===== src/rtl/host_sequencer.sv =====
// Host-side run sequencer: preloads data memory from a byte stream, pulses
// the core through reset and start, times the run, then streams a result
// region of data memory back out. Owns the memory port while the core is idle.
module host_sequencer #(
  parameter int          AW        = 8,
  parameter int unsigned LOAD_BASE = 0,
  parameter int          LOAD_LEN  = 64,
  parameter int unsigned READ_BASE = 64,
  parameter int          READ_LEN  = 32,
  parameter logic [15:0] MAX_CYC   = 16'hFFFF
) (
  input  logic          clk,
  input  logic          reset,
  input  logic          start,
  input  logic          in_valid,
  input  logic [7:0]    in_data,
  output logic          in_ready,
  output logic          mem_sel,
  output logic          mem_wr_en,
  output logic [AW-1:0] mem_addr,
  output logic [7:0]    mem_wr_dat,
  input  logic [7:0]    mem_rd_dat,
  output logic          core_reset,
  output logic          core_req,
  input  logic          core_done,
  output logic          res_valid,
  output logic [7:0]    res_data,
  input  logic          res_ready,
  output logic          busy,
  output logic          finished,
  output logic          timeout,
  output logic [15:0]   cycle_count
);

  typedef enum logic [2:0] {
    S_IDLE, S_LOAD, S_CRST, S_REQ, S_RUN, S_DRAIN, S_DONE
  } state_t;

  localparam logic [15:0]   LOAD_LAST = 16'(LOAD_LEN - 1);
  localparam logic [15:0]   READ_LAST = 16'(READ_LEN - 1);
  localparam logic [15:0]   RUN_LIMIT = MAX_CYC - 16'd1;
  localparam logic [AW-1:0] LBASE     = AW'(LOAD_BASE);
  localparam logic [AW-1:0] RBASE     = AW'(READ_BASE);
  localparam state_t        FIRST     = (LOAD_LEN == 0) ? S_CRST : S_LOAD;
  localparam state_t        AFTER_RUN = (READ_LEN == 0) ? S_DONE : S_DRAIN;

  state_t      state, state_nx;
  logic [15:0] idx, rdx;

  // State register with synchronous active-low reset
  always_ff @(posedge clk) begin
    if (!reset) state <= S_IDLE;
    else        state <= state_nx;
  end

  // Byte indices, run-cycle counter and sticky timeout flag
  always_ff @(posedge clk) begin
    if (!reset) begin
      idx         <= '0;
      rdx         <= '0;
      cycle_count <= '0;
      timeout     <= 1'b0;
    end else begin
      unique case (state)
        S_IDLE, S_DONE: if (start) begin
          idx     <= '0;
          rdx     <= '0;
          timeout <= 1'b0;
        end
        S_LOAD:  if (in_valid) idx <= idx + 16'd1;
        S_REQ:   cycle_count <= '0;
        S_RUN: begin
          if (cycle_count != '1) cycle_count <= cycle_count + 16'd1;
          // core_done takes priority over the timeout on the same edge
          if (!core_done && cycle_count == RUN_LIMIT) timeout <= 1'b1;
        end
        S_DRAIN: if (res_ready) rdx <= rdx + 16'd1;
        default: ;
      endcase
    end
  end

  // Next-state decode
  always_comb begin
    state_nx = state;
    unique case (state)
      S_IDLE, S_DONE: if (start) state_nx = FIRST;
      S_LOAD:  if (in_valid && idx == LOAD_LAST) state_nx = S_CRST;
      S_CRST:  state_nx = S_REQ;
      S_REQ:   state_nx = S_RUN;
      S_RUN: begin
        if (core_done)                     state_nx = AFTER_RUN;
        else if (cycle_count == RUN_LIMIT) state_nx = S_DONE;
      end
      S_DRAIN: if (res_ready && rdx == READ_LAST) state_nx = S_DONE;
      default: state_nx = S_IDLE;
    endcase
  end

  // Output decode; handshake strobes are masked while reset is asserted so an
  // abort mid-LOAD/DRAIN cannot commit one more byte
  always_comb begin
    in_ready   = 1'b0;
    mem_sel    = 1'b0;
    mem_wr_en  = 1'b0;
    mem_addr   = '0;
    mem_wr_dat = '0;
    core_reset = 1'b0;
    core_req   = 1'b0;
    res_valid  = 1'b0;
    res_data   = '0;
    busy       = 1'b0;
    finished   = 1'b0;
    unique case (state)
      S_IDLE: core_reset = 1'b1;
      S_LOAD: begin
        busy       = 1'b1;
        mem_sel    = 1'b1;
        in_ready   = reset;
        mem_wr_en  = in_valid & reset;
        mem_addr   = LBASE + AW'(idx);
        mem_wr_dat = in_data;
      end
      S_CRST: begin
        busy       = 1'b1;
        core_reset = 1'b1;
      end
      S_REQ: begin
        busy     = 1'b1;
        core_req = 1'b1;
      end
      S_RUN: busy = 1'b1;
      S_DRAIN: begin
        busy      = 1'b1;
        mem_sel   = 1'b1;
        mem_addr  = RBASE + AW'(rdx);
        res_valid = reset;
        res_data  = mem_rd_dat;
      end
      S_DONE: begin
        finished   = 1'b1;
        core_reset = 1'b1;
      end
      default: core_reset = 1'b1;
    endcase
  end

endmodule


===== config.mk =====
export PLATFORM = sky130hd
export DESIGN_NAME = host_sequencer
export DESIGN_NICKNAME = d
export VERILOG_FILES = /design/src/rtl/host_sequencer.sv
export SDC_FILE = /design/constraint.sdc
export NUM_CORES = 1
export LEC_CHECK = 0
export CAP_MARGIN = 20
export CORE_ASPECT_RATIO = 0.8
export CORE_MARGIN = 2
export CORE_UTILIZATION = 40
export CTS_BUF_LIST = sky130_fd_sc_hd__clkbuf_2
export CTS_CLUSTER_DIAMETER = 80
export DETAILED_ROUTE_END_ITERATION = 8
export PLACE_DENSITY = 0.66
export RECOVER_POWER = 50
export SLEW_MARGIN = 0
export SYNTH_ARGS = -nofsm -noshare
export SYNTH_HDL_FRONTEND = slang
export SYNTH_SLANG_ARGS = --single-unit
export TNS_END_PERCENT = 1

===== constraint.sdc =====
create_clock -name clk -period 2.5 [get_ports clk]
set_input_delay 0.75 -clock clk [delete_from_list [all_inputs] [get_ports clk]]
set_output_delay 0.75 -clock clk [all_outputs]
set_load 0.03 [all_outputs]

# Word level (Yosys, flattened, before mapping)
# Index checks and enable logic that the tools add are counted.
# classes
add_sub_neg,4
eq_ne,18
mux,27
bitwise_logic,1
n_reduce_logical,18
# ops
cell,n
16-bit one-hot mux with 2 select lines,3
16-bit two-way mux,4
16-bit by 1-bit adder with 16-bit output (second input constant),3
3-bit one-hot mux with 6 select lines,1
16-bit equality test (second input constant),1
16-bit by 5-bit equality test with 1-bit output (second input constant),1
16-bit by 6-bit equality test with 1-bit output (second input constant),1
8-bit two-way mux,2
16-bit != test (second input constant),1
8-bit one-hot mux with 2 select lines,1
3-bit two-way mux,5
2-bit != test (second input constant),7
1-bit two-way mux,10
3-bit equality test (second input constant),3
3-bit AND reduction,3
7-bit by 8-bit adder with 8-bit output (first input constant),1
2-bit nonzero test,4
3-bit by 2-bit equality test with 1-bit output (second input constant),2
5-bit OR reduction,1
4-bit AND reduction,1
2-bit OR reduction,2
4-bit OR reduction,1
3-bit by 1-bit equality test with 1-bit output (second input constant),1
1-bit logical AND,3
6 further kinds,6
# word_totals
ff_bits,52
input_bits,22
output_inout_bits,49
wordCells,73

# Longest topological paths before layout
# Gate-level depths: netlist of the first run.
# depth
depth_word,4
ltp_mapped,8
depth_no_buf,7

# Least setup slack after synthesis of the first run
# No wires, ideal clock.
# synth_timing
path_kind,register -> output
startpoint,register state[2]
endpoint,output port mem_addr[6]
arrival_time_ns,1.752
required_ns,1.750
slack_ns,-0.002
path_stages_with_launch,9
path_buffers,4
path_cell_list,dfxtp_1 -> buf_4 -> or2_1 -> buf_2 -> nor2_1 -> buf_2 -> clkbuf_1 -> nand2_1 -> o21ai_0
# synth_between
elab_chain_cells,2
word_cells_on_any_way,3
classes_between,eq/ne: 2; mux: 1
# synth_lines
element,line,source
"start, declared",47,"state_t state, state_nx;"
"start signal, assigned",53,else state <= state_nx;
3-bit equality test or 3-bit by 1-bit equality test with 1-bit output (tied branches),114,unique case (state)
8-bit one-hot mux with 2 select lines *,114,
"end, declared",20,"output logic [AW-1:0] mem_addr,"
# Mark *: on every way between the ends. The rest lies on a longest branch, timed or not.

# Worst setup path in the final report of the first run
# Ends and elaborated chain as after synthesis.

==> results.cfg, run 1 <==
[outcome]
outcome = complete, no violations

[synthesis]
synth_top_family_by_area = simple AND/OR/NAND/NOR gates
yosys-top-cells-area = dfxtp_1 (34%), xor2_1 (6.6%), nor2_1 (5.6%), and3_1 (4.5%), xnor2_1 (3.5%)
synth_cell_type_count = 55
ys_warn_count = 0
syn_avg_cell_area_sq_um = 8.40
yosysSeqAreaShare_pct = 34.3
synth-xor-area-share_pct = 10.1
netlist_instances = 362
synth_mux_area_share_pct = 1.03
yosys.area.top_type = dfxtp_1
synth-main-ff-cell = dfxtp_1
synth_compound_area_share_pct = 15.3
synthArstFlopShare_pct = 0
synthSimpleGateAreaFrac_pct = 32.4
syn_area_sq_um = 3040
synth-edff-count = 0
synth_nets = 390
synth-seq-cells = 52
synth.top_cell.area_share_pct = 34.3
synthAdderAreaFrac_pct = 2.47

[floorplan]
die_area_sq_um = 8320
initial_core_util_pct = 41.1
io_pins = 71
die_h_um = 82.0
die_width_um = 101
core_sq_um = 7390
rows = 28

[final_layout]
layout-drive-gt1-share_pct = 17.7
final_util_pct = 53.9
area_delta_synth_final_pct = 31.1
layout.nets = 469
fin_area_sq_um = 3990
fillCellCount = 700
final_cell_mix = dfxtp_1 (48), nor2_1 (44), buf_4 (36), clkdlybuf4s50_1 (34), xor2_1 (23)
layout_commonest_cell = dfxtp_1
num_antenna_cells = 0

[worst_setup_path]
worst_setup_path_end_kind = output pin
cp_num_buf_inv = 2
critPathLaunchType = flip-flop
critPathKind = reg2out
regToRegSetupSlack_ns = 0.48
cpMaxStageDelayCell = dfxtp_4
crit_chain = or2_4 > nor2_4 > buf_6 > nand2_1 > o21ai_1 > buf_4
worstPathMaxFanout = 11
path_delay_family = simple AND/OR/NAND/NOR gates
cp_data_arrival_time_ns = 1.72
slowest_delay_ns = 0.42
crit_required_ns = 1.75

[power]
switchingPower_uw = 740
p_leak_uw = 0.00156
vdd_ir_drop_max_uv = 272
power_frac_clock_pct = 20.2
swShare_pct = 35.9
pwr-share-seq_pct = 43.6
p_int_uw = 1320
power_frac_comb_pct = 36.2
p_per_area_nw_per_um2 = 518

[route]
first_pass_iters = 5
drt-total-wl_um = 8040
post_drt_wl_per_cell_um = 14.8
drc = 0
drt-initial-drc-count = 168
via_per_inst = 5.40
via_count = 2945
ant_nets = 0

[clocking]
clock-sinks = 52
clk_path_buf_depth = 2
ctsHtreeMaxLevel = 2
cts_hold_buf = 0
numCtsBuffers = 5
clock_latency_ns = 0.43
clk_pin_slew_ns = 0.23
clockRootBuffer = clkbuf_2
cts_tree = done

[timing]
setup_viol = 0
finClkSkew_ns = 0.0189
slew_headroom_pct = 60.5
worstMarginPinSlew_ns = 0.584
rsz0062_at_grt = yes
drv_slew = 0
tns_ns = 0
fmax_mhz = 405
layout_min_cycle_time_ns = 2.47
timing.final.crit_share_pct = 98.8
hold_viol = 0

[place]
post_dp_cell_area_sq_um = 3830
globalplace.congestion = 0.860
dp_hpwl_um = 5970
io_buffers = 70

[hold_path]
hp-class = reg2reg

[global_routing]
globalRoute.totalOverflow = 0
antenna_found_initial = 0
track_usage_pct = 19.1
grt_max_degree = 22
first_global_vias = 2605
grt_pass1_wl_um = 12700

[run]
drv_cap = 0
flip-flops by register name, summed over array words and instances, names as in the netlist:
name and cells:
cycle_count 16, state 3, rdx 16, timeout 1
idx 16
worst min-delay path, delay by kind of cell, from the launching register on:
family,cells,cell delay [ns]
AOI/OAI and AO/OA,1,0.06
and+or+nand+nor,1,0.04
DFF,1,0.36
worst paths after layout:
kind                                             from                    end  cells past startpoint
worst max-delay path            state[2]$_SDFFE_PN0P_            mem_addr[6]                      6
worst max register to register    idx[0]$_SDFFE_PN0P_  state[1]$_SDFFE_PN0P_                      6
worst min-delay path             timeout$_SDFFE_PN0P_   timeout$_SDFFE_PN0P_                      2
worst min register to register   timeout$_SDFFE_PN0P_   timeout$_SDFFE_PN0P_                      2
per-stage QoR:
step	instances	hold slack [ns]	total power [uW]	worst slack, ns
3_3_place_gp	534	0.453	1580	0.00227
5_1_grt	545	0.510	2170	-0.0868
4_1_cts	540	0.485	2040	-0.0530
2_1_floorplan	362	0.458	1350	0.0152
6_report	545	0.478	2060	0.0311
3_5_place_dp	534	0.458	1600	-0.0658
area by class of cell:
| class | count | area (sq um) | area share, % |
|---|---|---|---|
| multi-input cells | 282 | 1880 | 47.1 |
| repair buffers | 92 | 840 | 21.1 |
| flip-flops and latches | 52 | 1050 | 26.4 |
| clock inverters | 1 | 30.0 | 0.754 |
| inverters | 8 | 30.0 | 0.754 |
| clock buffers | 5 | 25.0 | 0.628 |
| well taps | 105 | 131 | 3.30 |
what timing repair did:
item | CTS | global route
setup endpoints to repair | 21 | 21
cloned | 0 | 1
buffers inserted | 0 | 4
pin swaps | 0 | 2
resized for setup | 18 | 13
Yosys cell counts, types with 2 or more instances:
cell and count:
a22o_1 8, nand4_2 2, nor2_1 45, and4_1 8
nand3b_1 3, nand4_1 14, and3_1 22, clkbuf_1 8
a21oi_1 11, mux2i_1 2, and2_1 11, buf_6 2
or3_1 7, nand2b_1 2, buf_4 2, o21a_1 4
o21ai_0 12, nand3_1 12, nor4_1 3, xor2_1 23
buf_2 8, nor4b_1 3, a21boi_0 4, ha_1 6
inv_1 8, nor3_1 11, nand2_1 19, nor2b_1 3
a211oi_1 2, o2111ai_1 8, xnor2_1 12, o211ai_1 3
dfxtp_1 52
logic make-up after synthesis:
logic type / count (synthesis)
AND/OR/NAND/NOR: 174
AO/OA/AOI/OAI: 64
flip-flops: 52
XOR/XNOR: 35
buffers and inverters: 28
adder cells (fa/ha/maj): 6
multiplexers: 3
power groups by stage:
stage	clock network, uW	logic [uW]	registers, uW
3_5_place_dp	0	688	908
2_1_floorplan	0	464	881
6_report	418	747	899
4_1_cts	436	710	898
3_3_place_gp	0	679	905
5_1_grt	467	799	907
routing by layer:
layer	track usage (%)	share of wire [%]	vias up
li1	-	-	1464
met1	27.6	49	1367
met2	29.1	43	102
met3	3.74	6.3	12
met4	4.86	0.95	0
met5	0	0	-
(Power assumes the default switching activity.)
==> run 2, diff against run 1 <==
--- a/config.mk
+++ b/config.mk
@@ -5,6 +5,7 @@
 export SDC_FILE = /design/constraint.sdc
 export NUM_CORES = 1
 export LEC_CHECK = 0
+export ABC_AREA = 1
 export CAP_MARGIN = 20
 export CORE_ASPECT_RATIO = 0.8
 export CORE_MARGIN = 2
@@ -12,8 +13,10 @@
 export CTS_BUF_LIST = sky130_fd_sc_hd__clkbuf_2
 export CTS_CLUSTER_DIAMETER = 80
 export DETAILED_ROUTE_END_ITERATION = 8
+export HOLD_SLACK_MARGIN = 0.03
 export PLACE_DENSITY = 0.66
 export RECOVER_POWER = 50
+export REMOVE_ABC_BUFFERS = 1
 export SLEW_MARGIN = 0
 export SYNTH_ARGS = -nofsm -noshare
 export SYNTH_HDL_FRONTEND = slang
==> run 2 against run 1 <==
Compared with the run above:
- cell area up 4.5%
- utilization down 0.77 points
- setup slack gained 0.017 ns
- clock power is 13% higher
- non-clock buffer count is 3 lower
- sequential share of layout area down 1.2 points
- synthesized cell count increased by 44%
- first-iteration DRC count grew 30%
- via count rose by 22%
- highest routed layer unchanged
- flip-flop and latch count unchanged
- largest cell class unchanged
- wire length up 12%
- synthesized area rose by 5.3%
- largest power group is now combinational cells
==> results.cfg, run 2 <==
[final_layout]
final_cell_mix = nor2_1 (120), nand2_1 (116), inv_1 (59), dfxtp_1 (48), buf_4 (43)
reg.largest.list = cycle_count: 16 flops, idx: 16 flops, rdx: 16 flops
layout_commonest_cell = nor2_1
num_antenna_cells = 0
final_util_pct = 53.1
area_delta_synth_final_pct = 30.1
fin_area_sq_um = 4170
layout.nets = 637
layout-drive-gt1-share_pct = 13.6

[timing]
rsz0062_at_grt = yes
hold_viol = 0
slew_headroom_pct = 69.6
timing.final.crit_share_pct = 98.1
fmax_mhz = 408
finClkSkew_ns = 0.0282
worstMarginPinSlew_ns = 0.451
fin_hold_ws_ns = 0.506
drv_slew = 0
setup_viol = 0
final.setup.worst_slack_ns = 0.0479
layout_min_cycle_time_ns = 2.45

[power]
pwr-share-seq_pct = 32.7
swShare_pct = 46.5
power_frac_comb_pct = 51.0
vdd_ir_drop_max_uv = 459
p_leak_uw = 0.00172
p_int_uw = 1550
p_per_area_nw_per_um2 = 696
power_frac_clock_pct = 16.3
switchingPower_uw = 1350
total_power_uw = 2900

[hold_path]
hp-class = reg2reg
whs_path_depth = 2

[synthesis]
synth-main-ff-cell = dfxtp_1
synth.most_common_cell = nor2_1
synth.top_cell.area_share_pct = 32.5
synth_commonest_cells = nor2_1 (120), nand2_1 (116), inv_1 (60), dfxtp_1 (52), a21oi_1 (38)
yosys-top-cells-area = dfxtp_1 (33%), nor2_1 (14%), nand2_1 (14%), inv_1 (7.0%), a21oi_1 (5.9%)
yosysSeqAreaShare_pct = 32.5
synth-edff-count = 0
syn_area_sq_um = 3200
netlist_instances = 522
synth-seq-cells = 52
ys_warn_count = 0
synth_cell_type_count = 35
syn_avg_cell_area_sq_um = 6.13
yosys.area.top_type = dfxtp_1
synthArstFlopShare_pct = 0

[place]
dp_slack_ns = -0.0463
io_buffers = 70
globalplace.congestion = 0.849
dp_hpwl_um = 7020
post_dp_cell_area_sq_um = 4050

[clocking]
clock_latency_ns = 0.45
ctsHtreeMaxLevel = 2
cts_tree = done
clockRootBuffer = clkbuf_2
numCtsBuffers = 5
clk_path_buf_depth = 2
clock-sinks = 52
clk_pin_slew_ns = 0.29

[outcome]
outcome = complete, no violations

[global_routing]
first_global_vias = 3268
track_usage_pct = 21.0
antenna_found_initial = 0
globalRoute.totalOverflow = 0
grt_pass1_wl_um = 15400
grt_max_degree = 18

[route]
via_count = 3582
drt-initial-drc-count = 218
drc = 0
drt-total-wl_um = 9000
post_drt_wl_per_cell_um = 12.5
ant_nets = 0
first_pass_iters = 4
via_per_inst = 4.99

[run]
drv_cap = 0

[worst_setup_path]
r2r_cells = 9
crit_required_ns = 1.75
critPathLaunchType = flip-flop
worst_setup_path_end_kind = output pin
cp_data_arrival_time_ns = 1.70
worstPathMaxFanout = 7
critPathKind = reg2out

[floorplan]
rows = 29
core_sq_um = 7840
die_area_sq_um = 8740
die_h_um = 84.0
initial_core_util_pct = 40.8
die_width_um = 104
io_pins = 71
-- run 2: changes by cell type after synthesis, sizes merged, moves of 20 or more --
cell / previous run / this run
nand2: 19 / 120
and3: 22 / 0
xor2: 23 / 3
inv: 8 / 65
nand3: 12 / 35
nor2: 46 / 123
a21oi: 11 / 38
-- run 2: layout make-up --
cell class                 instances  area (sq um)
fill                             791          3670
multi-input combinational        394          1870
inverter                          67           262
clock buffer                       5          25.0
clock inverter                     3          46.3
sequential                        52          1050
tap                              108           135
timing repair buffer              89           778
-- run 2: timing repair --
| item | CTS | global route |
|---|---|---|
| hold buffers | 0 | 0 |
| setup endpoints to repair | 15 | 27 |
| gates resized for setup | 10 | 23 |
| setup buffers | 0 | 1 |
| pin swaps | 0 | 0 |
-- run 2: worst max-delay path, cell delays in order, from the launching register on --
cell,delay [ns]
dfxtp_4,0.41
inv_2,0.14
nor2_4,0.06
nand2_2,0.09
clkinvlp_4,0.17
a32o_1,0.25
buf_4,0.17
-- run 2: cells by family (layout without fill, tap and decap cells) --
logic type / after synthesis / in the layout / share of synthesized area (%)
fa+ha+maj: 6 / 6 / 2.35
simple gates: 314 / 314 / 42.1
buf+inv: 76 / 164 / 9.46
compound gates: 71 / 71 / 12.7
xor+xnor: 3 / 3 / 0.821
flops: 52 / 52 / 32.5
-- run 2: path summary, 6_finish.rpt --
kind | from | endpoint | slack (ns)
worst max-delay path | state[0]$_SDFFE_PN0P_ | mem_addr[5] | 0.05
worst min register to register | idx[14]$_SDFFE_PN0P_ | idx[14]$_SDFFE_PN0P_ | 0.51
worst max register to register | cycle_count[1]$_SDFFE_PN0P_ | cycle_count[10]$_SDFFE_PN0P_ | 0.38
worst min-delay path | idx[14]$_SDFFE_PN0P_ | idx[14]$_SDFFE_PN0P_ | 0.51
-- run 2: power groups by stage --
stage | logic [uW] | clock network, uW | registers, uW
after floorplan | 857 | 0 | 987
after global placement | 1470 | 0 | 957
after detailed placement | 1490 | 0 | 958
after CTS | 1470 | 486 | 947
after global routing | 1640 | 518 | 960
final | 1480 | 472 | 946
-- run 2: layer usage --
metal	share of wire, %	wire length (um)	GRT usage [%]
met5	0	0	0
met4	0.78	70	3.56
met3	5.3	480	3.36
met2	45	4070	34.6
met1	49	4380	29.4
-- run 2: per-stage QoR --
| stage | setup TNS [ns] | std cells |
|---|---|---|
| after global placement | -0.0802 | 709 |
| after detailed placement | -0.0744 | 709 |
| final | 0 | 718 |
| after CTS | -0.0624 | 717 |
| after global routing | -0.355 | 718 |
| after floorplan | 0 | 513 |
